[config.mk]
export PLATFORM = sky130hd
export DESIGN_NAME = spike_encoder
export DESIGN_NICKNAME = d
export VERILOG_FILES = /design/src/rtl/spike_pkg.sv /design/src/rtl/spike_fifo.sv /design/src/rtl/spike_encoder.sv
export SDC_FILE = /design/constraint.sdc
export NUM_CORES = 1
export LEC_CHECK = 0
export CAP_MARGIN = 20
export CORE_UTILIZATION = 45
export CTS_CLUSTER_DIAMETER = 150
export CTS_CLUSTER_SIZE = 16
export DETAILED_ROUTE_END_ITERATION = 8
export PLACE_DENSITY = 0.75
export SYNTH_ARGS = -nofsm -noshare
export SYNTH_HDL_FRONTEND = slang
export SYNTH_SLANG_ARGS = --single-unit
[constraint.sdc]
create_clock -name clk -period 3.05 [get_ports clk]
set_input_delay 0.4575 -clock clk [delete_from_list [all_inputs] [get_ports clk]]
set_output_delay 0.4575 -clock clk [all_outputs]
set_load 0.1 [all_outputs]
[src/rtl/spike_pkg.sv]
// Shared types and widths for the spike encoder slice.
package spike_pkg;
  localparam int TS_W  = 8;
  localparam int CNT_W = 8;

  typedef enum logic {
    ARMED,
    REFRACT
  } state_t;
endpackage

[src/rtl/spike_fifo.sv]
// First-word-fall-through event queue; DEPTH must be a power of two (>= 2).
module spike_fifo #(
  parameter int DEPTH = 4,
  parameter int WIDTH = 8
) (
  input  logic             clk,
  input  logic             rst_n,
  input  logic             push,
  input  logic             pop,
  input  logic [WIDTH-1:0] din,
  output logic             full,
  output logic             empty,
  output logic [WIDTH-1:0] head
);
  localparam int AW = (DEPTH > 1) ? $clog2(DEPTH) : 1;
  localparam int CW = $clog2(DEPTH + 1);

  logic [WIDTH-1:0] mem [DEPTH];
  logic [AW-1:0]    wr_ptr;
  logic [AW-1:0]    rd_ptr;
  logic [CW-1:0]    count;
  logic             do_push;
  logic             do_pop;

  assign full  = (count == CW'(DEPTH));
  assign empty = (count == '0);
  assign head  = mem[rd_ptr];

  // A push into a full queue still lands when the head leaves on the same edge.
  assign do_pop  = pop & ~empty;
  assign do_push = push & (~full | do_pop);

  always_ff @(posedge clk) begin
    if (do_push) mem[wr_ptr] <= din;
  end

  always_ff @(posedge clk or negedge rst_n) begin
    if (!rst_n) begin
      wr_ptr <= '0;
      rd_ptr <= '0;
      count  <= '0;
    end else begin
      if (do_push) wr_ptr <= wr_ptr + AW'(1);
      if (do_pop)  rd_ptr <= rd_ptr + AW'(1);
      case ({do_push, do_pop})
        2'b10:   count <= count + CW'(1);
        2'b01:   count <= count - CW'(1);
        default: count <= count;
      endcase
    end
  end
endmodule

[src/rtl/spike_encoder.sv]
// Threshold spike encoder with refractory period, timestamped event queue
// and saturating spike counter.
module spike_encoder
  import spike_pkg::*;
#(
  parameter logic [7:0] THRESH_DEFAULT  = 8'd128,
  parameter logic [3:0] REFRACT_DEFAULT = 4'd4,
  parameter int         FIFO_DEPTH      = 4
) (
  input  logic             clk,
  input  logic             rst_n,
  input  logic [7:0]       membrane,
  input  logic             cfg_we,
  input  logic [7:0]       cfg_thresh,
  input  logic [3:0]       cfg_refract,
  output logic             spike,
  output logic             evt_valid,
  input  logic             evt_ready,
  output logic [TS_W-1:0]  evt_ts,
  output logic [CNT_W-1:0] spike_count,
  output logic             overflow
);
  state_t          state;
  logic [TS_W-1:0] ts;
  logic [7:0]      thresh;
  logic [3:0]      refract;
  logic [3:0]      rcnt;
  logic            fire;
  logic            pop;
  logic            fifo_full;
  logic            fifo_empty;

  assign fire      = (state == ARMED) && (membrane >= thresh);
  assign evt_valid = ~fifo_empty;
  assign pop       = evt_valid & evt_ready;

  spike_fifo #(
    .DEPTH (FIFO_DEPTH),
    .WIDTH (TS_W)
  ) u_fifo (
    .clk   (clk),
    .rst_n (rst_n),
    .push  (fire),
    .pop   (pop),
    .din   (ts),
    .full  (fifo_full),
    .empty (fifo_empty),
    .head  (evt_ts)
  );

  always_ff @(posedge clk or negedge rst_n) begin
    if (!rst_n) begin
      state       <= ARMED;
      ts          <= '0;
      thresh      <= THRESH_DEFAULT;
      refract     <= REFRACT_DEFAULT;
      rcnt        <= '0;
      spike       <= 1'b0;
      spike_count <= '0;
      overflow    <= 1'b0;
    end else begin
      ts    <= ts + TS_W'(1);
      spike <= 1'b0;
      if (cfg_we) begin
        thresh  <= cfg_thresh;
        refract <= cfg_refract;
      end
      // Mirrors the queue's drop condition: full with no same-edge pop.
      if (fire && fifo_full && !pop) overflow <= 1'b1;
      case (state)
        ARMED: begin
          if (fire) begin
            spike <= 1'b1;
            rcnt  <= refract;
            if (spike_count != '1) spike_count <= spike_count + CNT_W'(1);
            state <= (refract != '0) ? REFRACT : ARMED;
          end
        end
        REFRACT: begin
          rcnt <= rcnt - 4'd1;
          if (rcnt <= 4'd1) state <= ARMED;
        end
        default: state <= ARMED;
      endcase
    end
  end
endmodule

==> impl_metrics.csv <==
group,metric,value,unit
outcome,status,"finished clean",
global_route,grt_max_degree,43,
final_layout,multi_input_comb_area,1220,um2
final_layout,nNetsFinal,331,
timing,fin_crit_sh,87.8,%
timing,slew_violations,0,
synth,synth_fp_nets,278,
min_path,hold_path.class,"primary input to asynchronous set/reset pin",
floorplanning,initial_core_util,46.2,%
timing,hold_violations,0,
cts,clk_path_buf_depth,2,
synth,synth_commonest_cells,"dfrtp_1 (40), edfxtp_1 (32), ha_1 (16)",
global_route,first_global_vias,2040,
setup_path,r2r_slack,0.58,ns
final_layout,drive_above_1_share,23.7,%
power,p_leak,0.00166,uW
cts,cts_root_buffer,"clkbuf_8",
route,finalWirelength,5300,um
setup_path,cp_max_fo,2,
setup_path,crit_type,"primary input to flop",
synth,synth_edf_count,32,
floorplanning,num_rows,31,
setup_path,slowest_stage,"clkdlybuf4s50_1",
final_layout,fin_util,56.7,%
global_route,grt_pass1_wl,9270,um
setup_path,critPathTopFamily,"compound AO/OA/AOI/OAI gates",
flow_run,max_cap_viol_count,0,
route,drt-initial-drc-count,43,
timing,min_period,2.68,ns
synth,synthTopCellsByArea,"dfrtp_1 (30%), edfxtp_1 (29%), ha_1 (6.0%), mux4_2 (5.4%), xnor2_1 (2.6%)",
final_layout,syn_to_final_growth,22.7,%
cts,ctsResizeCount,0,
placed_design,portBuffers,42,
route,drtAntennaViolNets,0,
global_route,gr-usage-all-layers,16.1,%
floorplanning,die_width,88.1,um
synth,synth_most_common_cell,"dfrtp_1",
cts,cts_sinks,74,
timing,finalSetupViolations,0,
placed_design,gp_congestion,0.743,
cts,cts_buffers,9,
power,powerDensity,966,nW/um2
timing,skew,0.00895,ns
cts,cts_setup_buffers,0,
setup_path,worst_path_largest_cell_delay,0.45,ns
power,total_power,3950,uW
placed_design,place_hpwl,3630,um
setup_path,cp_data_required_time,3.28,ns
setup_path,start_kind,"primary input",
synth,ys_ff_latch,74,
cts,cts_hold_repair.buffers,0,
route,routed_via_density,5.00,
route,wl_per_cell,13.4,um
route,via_count,1969,
synth,syn_avg_cell_area,14.1,um2
placed_design,dp_cells,378,
timing,relSlewSlack,37.8,%
setup_path,cp_common_cell,"nand2b_4",
synth,yosysTopAreaCell,"dfrtp_1",
floorplanning,ios,43,
global_route,antenna_found_initial,0,
timing,tightest_slew,0.932,ns
synth,syn_inst,237,
final_layout,fillCellCount,615,
route,drc,0,
timing,fmaxAchievable,373,MHz
setup_path,crit_buf_inv,3,
cts,clk_pin_slew_worst_paths,0.07,ns
final_layout,ff_latch_area,2010,um2
timing,rsz0062_at_grt,"false",
route,drt-pass1-iter-count,4,
synth,synthDistinctLibCells,48,
final_layout,diodes,0,
synth,yosys_warnings,0,
cts,h-tree-depth,3,
synth,synthArstFlopShare,56.8,%
synth,synth_top_area_share,30.0,%
synth,synth_area,3340,um2
synth,ys.flop_type,"dfrtp_1",
setup_path,crit_path_end_kind,"flop",
timing,finalSetupTns,0,ns
setup_path,worstPathCellList,"clkdlybuf4s50_1, inv_1, ha_1, nand2b_4, a2111oi_4, o31ai_4, nand2b_4, inv_4, nor2_1, fa_1, o21ai_1, a31oi_1, o21a_1",
cts,cts_tree,"built",
floorplanning,die_h,88.1,um
synth,ys_seq_area_share,60.4,%
global_route,overflow,0,
final_layout,layout.cells.non_filler,394,
power,ir_worst_vdd,0.000909,V
setup_path,cp_data_arrival_time,2.91,ns
floorplanning,die-area,7760,um2
floorplanning,coreArea,7210,um2
cts,clk_latency,0.34,ns
## state kept, by name, indices dropped and copies added, names as in the netlist
register       cells
overflow           1
rcnt               4
refract            4
spike              1
spike_count        8
state              1
thresh             8
ts                 8
u_fifo.count       3
u_fifo.mem        32
u_fifo.rd_ptr      2
u_fifo.wr_ptr      2
## area by class of cell
class	count	share of cell area, %
sequential	74	49.2
multi-input combinational	140	29.9
timing repair buffer	49	11.2
clock buffer	10	3.12
tap	99	3.03
clock inverter	6	2.02
inverter	16	1.53
## cell usage in the layout (no fill, tap or decap), types with 8 or more instances in the layout
master,Yosys,final
clkdlybuf4s50_1,0,22
nand2_1,13,13
xnor2_1,10,10
ha_1,16,16
dfrtp_1,40,40
buf_4,0,23
mux4_2,8,8
clkbuf_8,0,9
xor2_1,8,8
edfxtp_1,32,32
nand3_1,10,10
nor2_1,10,10
inv_1,15,15
o21ai_0,9,9
## cell families (layout without fill, tap and decap cells)
logic type	count (synthesis)	in the layout	share of synthesized area (%)
adder cells (fa/ha/maj)	17	17	6.60
flip-flops	74	74	60.4
buffers and inverters	23	81	2.93
AO/OA/AOI/OAI	36	36	8.25
XOR/XNOR	19	19	5.21
AND/OR/NAND/NOR	52	52	8.52
multiplexers	16	16	8.10
## power breakdown
group	leakage (uW)	switching (uW)	internal [uW]	total [uW]
clock network	0.000106	347	456	804
registers	0.000784	225	1230	1460
logic	0.000772	1150	548	1700
total	0.00166	1720	2230	3950
## routing by layer
layer	routed length (um)	vias up	track usage (%)
li1	-	960	-
met1	2420	961	19.4
met2	2590	41	26.9
met3	209	7	4.05
met4	80	0	7.92
met5	0	-	0
## metrics by stage
| stage | setup WS, ns | cell area, um2 | hold WS [ns] |
|---|---|---|---|
| final | 0.372 | 4090 | 0.248 |
| after global routing | 0.263 | 4090 | 0.334 |
| after CTS | 0.393 | 4090 | 0.279 |
| after detailed placement | 0.0258 | 3880 | 0.452 |
| after global placement | 0.0435 | 3880 | 0.448 |
| after floorplan | 0.366 | 3340 | 0.162 |
## worst reg2reg max path, cell delays in order, from the launching register on
cell	delay (ns)
dfstp_2	0.52
inv_1	0.05
ha_1	0.29
o21a_1	0.11
a21oi_1	0.25
o31ai_4	0.14
nand2b_4	0.10
inv_4	0.03
nor2_1	0.12
fa_1	0.44
o21ai_1	0.10
a31oi_1	0.06
o21a_1	0.18
## path summary, 6_finish.rpt
check | start | endpoint | cells past startpoint
worst max-delay path | membrane[0] | u_fifo.count[1]$_DFFE_PN0P_ | 13
worst min-delay path | rst_n | spike_count[1]$_DFFE_PN0P_ | 1
worst max register to register | thresh[7]$_DFFE_PN1P_ | u_fifo.count[1]$_DFFE_PN0P_ | 12
worst min register to register | overflow$_DFFE_PN0P_ | overflow$_DFFE_PN0P_ | 1
max in group asynchronous | rst_n | ts[7]$_DFF_PN0_ | 1
min in group clk | overflow$_DFFE_PN0P_ | overflow$_DFFE_PN0P_ | 1
No activity file was read; power rests on OpenSTA's default activity.
